**src/rtl/pt_osc_pkg.sv**
```systemverilog
// Shared types and default sizing for the oscillator / pulse-width measurement blocks.
package pt_osc_pkg;

  typedef enum logic [1:0] {
    IDLE      = 2'd0,
    MEAS_HIGH = 2'd1,
    MEAS_LOW  = 2'd2
  } meas_state_e;

  localparam int unsigned DEF_WIDTH   = 16;
  localparam int unsigned DEF_TIMEOUT = 32'h0000_FFFF;

endpackage

```
**src/rtl/sync_edge_detect.sv**
```systemverilog
// Purpose: 2-flop synchronizer for an async level plus a previous-value register for edge detection.
// Latency: level/rise/fall reflect SIG_IN two INPUT_CLK edges after it is first sampled.
// Backpressure: none; free-running, outputs are valid every cycle.
module sync_edge_detect (
  input  logic INPUT_CLK,
  input  logic RST,
  input  logic SIG_IN,
  output logic level,
  output logic rise,
  output logic fall
);

  logic sync_q1;
  logic sync_q2;
  logic prev_q;

  always_ff @(posedge INPUT_CLK or negedge RST) begin
    if (!RST) begin
      sync_q1 <= 1'b0;
      sync_q2 <= 1'b0;
      prev_q  <= 1'b0;
    end else begin
      sync_q1 <= SIG_IN;
      sync_q2 <= sync_q1;
      prev_q  <= sync_q2;
    end
  end

  assign level = sync_q2;
  assign rise  = sync_q2 & ~prev_q;
  assign fall  = ~sync_q2 & prev_q;

endmodule

```
**src/rtl/pulse_width_meter.sv**
```systemverilog
// Purpose: measures high/low phase lengths and period of an async square wave in INPUT_CLK cycles.
// Latency: results and the VALID pulse appear one cycle after the closing rise is detected.
// Backpressure: none; VALID is a one-cycle strobe and results hold until the next full period.
module pulse_width_meter
  import pt_osc_pkg::*;
#(
  parameter int unsigned WIDTH   = DEF_WIDTH,
  parameter int unsigned TIMEOUT = DEF_TIMEOUT
) (
  input  logic             INPUT_CLK,
  input  logic             RST,
  input  logic             EN,
  input  logic             SIG_IN,
  output logic [WIDTH-1:0] HIGH_WIDTH,
  output logic [WIDTH-1:0] LOW_WIDTH,
  output logic [WIDTH-1:0] PERIOD,
  output logic             VALID,
  output logic             STALLED
);

  localparam logic [WIDTH-1:0] CNT_MAX = '1;
  localparam logic [WIDTH-1:0] CNT_ONE = WIDTH'(1);
  localparam logic [WIDTH-1:0] TO_LIM  = WIDTH'(TIMEOUT);

  meas_state_e      state_q;
  meas_state_e      state_nxt;
  logic [WIDTH-1:0] high_cnt_q;
  logic [WIDTH-1:0] low_cnt_q;
  logic [WIDTH:0]   period_sum;
  logic [WIDTH-1:0] period_sat;
  logic             sig_lvl;
  logic             rise;
  logic             fall;
  logic             hi_to;
  logic             lo_to;

  logic hi_load1, hi_inc, lo_load1, lo_inc, cnt_clr;
  logic meas_ld, stall_set, stall_clr;

  sync_edge_detect u_sync (
    .INPUT_CLK (INPUT_CLK),
    .RST       (RST),
    .SIG_IN    (SIG_IN),
    .level     (sig_lvl),
    .rise      (rise),
    .fall      (fall)
  );

  assign hi_to      = (high_cnt_q >= TO_LIM);
  assign lo_to      = (low_cnt_q >= TO_LIM);
  assign period_sum = {1'b0, high_cnt_q} + {1'b0, low_cnt_q};
  assign period_sat = period_sum[WIDTH] ? CNT_MAX : period_sum[WIDTH-1:0];

  always_ff @(posedge INPUT_CLK or negedge RST) begin
    if (!RST) state_q <= IDLE;
    else      state_q <= state_nxt;
  end

  // An edge always wins over a timeout landing in the same cycle.
  always_comb begin
    state_nxt = state_q;
    if (!EN) begin
      state_nxt = IDLE;
    end else begin
      case (state_q)
        IDLE:      if (rise) state_nxt = MEAS_HIGH;
        MEAS_HIGH: if (fall) state_nxt = MEAS_LOW;
                   else if (hi_to) state_nxt = IDLE;
        MEAS_LOW:  if (rise) state_nxt = MEAS_HIGH;
                   else if (lo_to) state_nxt = IDLE;
        default:   state_nxt = IDLE;
      endcase
    end
  end

  always_comb begin
    hi_load1  = 1'b0;
    hi_inc    = 1'b0;
    lo_load1  = 1'b0;
    lo_inc    = 1'b0;
    cnt_clr   = 1'b0;
    meas_ld   = 1'b0;
    stall_set = 1'b0;
    stall_clr = 1'b0;
    if (!EN) begin
      cnt_clr = 1'b1;
    end else begin
      case (state_q)
        IDLE: begin
          if (rise) begin
            hi_load1  = 1'b1;
            stall_clr = 1'b1;
          end
        end
        MEAS_HIGH: begin
          if (fall) begin
            lo_load1 = 1'b1;
          end else if (hi_to) begin
            stall_set = 1'b1;
            cnt_clr   = 1'b1;
          end else begin
            hi_inc = 1'b1;
          end
        end
        MEAS_LOW: begin
          if (rise) begin
            meas_ld   = 1'b1;
            hi_load1  = 1'b1;
            stall_clr = 1'b1;
          end else if (lo_to) begin
            stall_set = 1'b1;
            cnt_clr   = 1'b1;
          end else begin
            lo_inc = 1'b1;
          end
        end
        default: cnt_clr = 1'b1;
      endcase
    end
  end

  always_ff @(posedge INPUT_CLK or negedge RST) begin
    if (!RST) begin
      high_cnt_q <= '0;
      low_cnt_q  <= '0;
      HIGH_WIDTH <= '0;
      LOW_WIDTH  <= '0;
      PERIOD     <= '0;
      VALID      <= 1'b0;
      STALLED    <= 1'b0;
    end else begin
      if (cnt_clr) begin
        high_cnt_q <= '0;
        low_cnt_q  <= '0;
      end else begin
        if (hi_load1)    high_cnt_q <= CNT_ONE;
        else if (hi_inc) high_cnt_q <= (high_cnt_q == CNT_MAX) ? CNT_MAX : high_cnt_q + CNT_ONE;
        if (lo_load1)    low_cnt_q  <= CNT_ONE;
        else if (lo_inc) low_cnt_q  <= (low_cnt_q == CNT_MAX) ? CNT_MAX : low_cnt_q + CNT_ONE;
      end
      VALID <= meas_ld;
      if (meas_ld) begin
        HIGH_WIDTH <= high_cnt_q;
        LOW_WIDTH  <= low_cnt_q;
        PERIOD     <= period_sat;
      end
      if (stall_set)      STALLED <= 1'b1;
      else if (stall_clr) STALLED <= 1'b0;
    end
  end

  // While measuring, the synchronized level must match the phase unless the closing edge is present.
  a_high_level: assert property (@(posedge INPUT_CLK) disable iff (!RST)
    (state_q == MEAS_HIGH && !fall) |-> sig_lvl);
  a_low_level: assert property (@(posedge INPUT_CLK) disable iff (!RST)
    (state_q == MEAS_LOW && !rise) |-> !sig_lvl);

endmodule

```
**config.mk**
```make
export PLATFORM = sky130hd
export DESIGN_NAME = pulse_width_meter
export DESIGN_NICKNAME = d
export VERILOG_FILES = /design/src/rtl/pt_osc_pkg.sv /design/src/rtl/sync_edge_detect.sv /design/src/rtl/pulse_width_meter.sv
export SDC_FILE = /design/constraint.sdc
export NUM_CORES = 1
export LEC_CHECK = 0
export CAP_MARGIN = 25
export CORE_MARGIN = 2
export CORE_UTILIZATION = 35
export CTS_CLUSTER_DIAMETER = 40
export DETAILED_ROUTE_END_ITERATION = 6
export GPL_ROUTABILITY_DRIVEN = 0
export PLACE_DENSITY_LB_ADDON = 0.2
export RECOVER_POWER = 100
export SLEW_MARGIN = 10
export SYNTH_ARGS = -nofsm -noshare
export SYNTH_HDL_FRONTEND = slang
export SYNTH_SLANG_ARGS = --single-unit
```
**constraint.sdc**
```tcl
create_clock -name INPUT_CLK -period 4.7 [get_ports INPUT_CLK]
set_input_delay 0.94 -clock INPUT_CLK [delete_from_list [all_inputs] [get_ports INPUT_CLK]]
set_output_delay 0.94 -clock INPUT_CLK [all_outputs]
set_load 0.02 [all_outputs]
```
==> results.cfg <==
[run_status]
status = finished, violations left
violations = capacitance limit, slew limit

[place]
post-dp-hpwl_mm = 7.773
placed_cell_area_um2 = 5315
dp.cells = 716
port-buffer-count = 53

[timing]
setup_tns_ps = 0
finalCritPeriodShare_pct = 67.53
finalHoldViolations = 0
slew_headroom_pct = -47.80
worst_pin_slew_ps = 2217
skew_ps = 7.880
drv_slew = 40
fmax_mhz = 315.1
grt_setup_unrepaired = false
fin_crit_ps = 3174
setup_viol = 0

[power]
p_leak_nw = 2.808
combPwrFrac_pct = 12.6
power-per-cell-area_nw_per_um2 = 318.0
peakVddDrop_mv = 0.1295
clkPwrFrac_pct = 41.5
p_sw_mw = 0.4517
sw_frac_of_total_pct = 25.44
p_int_mw = 1.324
p_seq_share_pct = 45.9

[detailed_routing]
routed_wl_mm = 10.69
drt_first_pass_iters = 4
route.detailed.drc = 0
drtIter0Drc = 189
vias = 3633
vias_per_cell = 4.963
ant_nets = 0
wl_per_cell_um = 14.60

[setup_path]
worstSetupPathType = in2reg
crit_fanout = 46
path_cells = dlygate4sd3_1, nand3_1, inv_2, o21ai_0, nand2_1
rr_startpoint = high_cnt_q[0]
setup.worst_path.end_class = flop
critPathBufInv = 2
crit_family = buffers and inverters
cp.required_ps = 4980
crit_start = EN
slowest_delay_ps = 800
critical_path.slowest_cell = inv_2
crit_arrival_ps = 3450
startpoint_type = input port

[cells_and_area]
n_antenna_cell = 0
drive_gt1_share_pct = 5.396
n_fill_cell = 1295
syn_to_final_growth_pct = 20.53
fin_util_pct = 42.66
final_cell_count_no_fill = 732
fin_area_um2 = 5582
nets = 578

[die]
start_util_pct = 35.39
dieArea_um2 = 14170
ioPinCount = 54
die_y_um = 119.0
rows = 42
coreArea_um2 = 13090
die_w_um = 119.0

[clock_tree]
cts_setup_buffers = 0
ctsHoldBuffers = 0
cts_resized = 0
tritoncts = built
cts.sinks = 87
clk_latency_ps = 340
clk_pin_slew_ps = 60
clock_path_buffers = 2
htree_num_levels = 3
cts_buffers = 9
root_buffer = clkbuf_16

[yosys]
synth-async-reset-ratio_pct = 100.0
synth_nets = 527
netlist.area_leader.share_pct = 47.01
ys_types = 62
syn_inst = 500
synth_edf_count = 0
yosys.area.top_type = dfrtp_1
yosys-top-cells-area = dfrtp_1, nand2_1, ha_1, xnor2_1, xor2_1
synth_area_um2 = 4631
yosys_warnings = 0
ys_seq_area_share_pct = 47.01
ys_ff_latch = 87
ys.flop_type = dfrtp_1
syn_area_per_cell_um2 = 9.261

[flow_run]
maxCapViolations = 1

[global_route]
grt_pass1_wl_mm = 17.99
grtUsageTotal_pct = 16.00
grt_pass1_vias = 3503
grt_antenna_before_repair = 0
grt_max_degree = 50
gr-total-overflow = 0

[min_path]
holdCritStartpoint = u_sync.sync_q1
hold_class = reg2reg
-- power groups by stage --
stage | sequential [mW] | clock [mW] | combinational, mW
after CTS | 0.818 | 0.757 | 0.246
final | 0.815 | 0.736 | 0.224
after global placement | 0.832 | 0 | 0.244
after global routing | 0.822 | 0.789 | 0.247
after floorplan | 0.863 | 0 | 0.111
after detailed placement | 0.833 | 0 | 0.245
-- cell usage after synthesis (2+ instances only) --
library cell and number:
buf_1 4, nand4_1 7, xor2_1 18, inv_1 11, nor3_1 11, a31oi_1 3
nand2_1 132, o21ai_0 23, a2111oi_4 2, mux2_2 2, and3_1 5, nand2b_1 5
and2b_1 2, dfrtp_1 87, a21oi_1 20, o21a_1 2, o22a_1 5, nor2b_1 2
nor2_1 34, xnor2_1 19, buf_6 2, or3_1 2, nand3_1 23, clkbuf_1 5
ha_1 22, buf_4 3, o211ai_1 4, and2_1 2, and4_1 7, a21o_1 3
a211oi_1 2
-- metrics by stage --
step / power [mW] / worst slack, ps / hold WS, ps
6_report: 1.775 / 1526 / 352.7
5_1_grt: 1.858 / 1229 / 369.7
4_1_cts: 1.821 / 1782 / 356.4
3_5_place_dp: 1.078 / 1503 / 341.8
3_3_place_gp: 1.076 / 1562 / 334.5
2_1_floorplan: 0.9741 / 2266 / 331.2
-- cell type report --
| type | instances | area, um^2 | share of cell area [%] |
|---|---|---|---|
| multi-input combinational | 386 | 2291 | 41.04 |
| timing repair buffer | 55 | 539.3 | 9.662 |
| clock buffer | 11 | 252.7 | 4.528 |
| sequential | 87 | 2177 | 39.00 |
| inverter | 12 | 45.04 | 0.8070 |
| clock inverter | 5 | 56.30 | 1.009 |
| tap | 176 | 220.2 | 3.945 |
-- sequential cells by signal (all words and copies together) (netlist names) --
register and flops:
HIGH_WIDTH 16, LOW_WIDTH 16, PERIOD 16, STALLED 1, VALID 1, high_cnt_q 16, low_cnt_q 16, state_q 2
u_sync.level 1, u_sync.prev_q 1, u_sync.sync_q1 1
-- layer usage --
metal  wire length [um]  track usage, %  up-vias  part of all wire, %
met5                  0               0        -                    0
met4                196           6.399        0                  1.8
met3                296           2.874       13                  2.8
met2               5041           25.04       64                   47
met1               5153           21.97     1733                   48
li1                   -               -     1823                    -
-- path summary, 6_finish.rpt --
check,to,slack [ps],depth (start not counted)
max,PERIOD[8],1530,5
max in group asynchronous,PERIOD[10],1850,2
min reg2reg,u_sync.level,350,0
min,u_sync.level,350,0
min in group asynchronous,u_sync.sync_q1,1250,1
max reg2reg,PERIOD[12],1780,8
-- kinds of logic after synthesis --
family	count (synthesis)	synth area share, %
AND/OR/NAND/NOR	243	23.91
buffers and inverters	27	2.783
flip-flops	87	47.01
XOR/XNOR	37	6.998
multiplexers	3	0.7025
adder cells (fa/ha/maj)	23	6.377
AO/OA/AOI/OAI	80	12.21
-- cells in the final DEF (no fill, tap or decap), types with 2 or more instances in the layout --
cell type	synthesis	routed
a31oi_1	3	3
clkbuf_16	0	9
and4_1	7	7
o21ai_0	23	23
o21a_1	2	3
o22a_1	5	5
and3_1	5	5
nor3_1	11	13
nand4_1	7	7
clkbuf_8	0	2
a21oi_1	20	21
nor2b_1	2	2
nand3_1	23	23
a211oi_1	2	2
clkinv_2	0	2
and2_1	2	2
nand2b_1	5	5
buf_4	3	2
xnor2_1	19	19
ha_1	22	22
mux2_2	2	2
or3_1	2	2
nor2_1	34	34
nand2_1	132	133
a21o_1	3	3
o211ai_1	4	4
a2111oi_4	2	2
dlygate4sd3_1	0	52
dfrtp_1	87	87
xor2_1	18	18
and2b_1	2	2
inv_1	11	11
No activity file was read; power rests on OpenSTA's default activity.
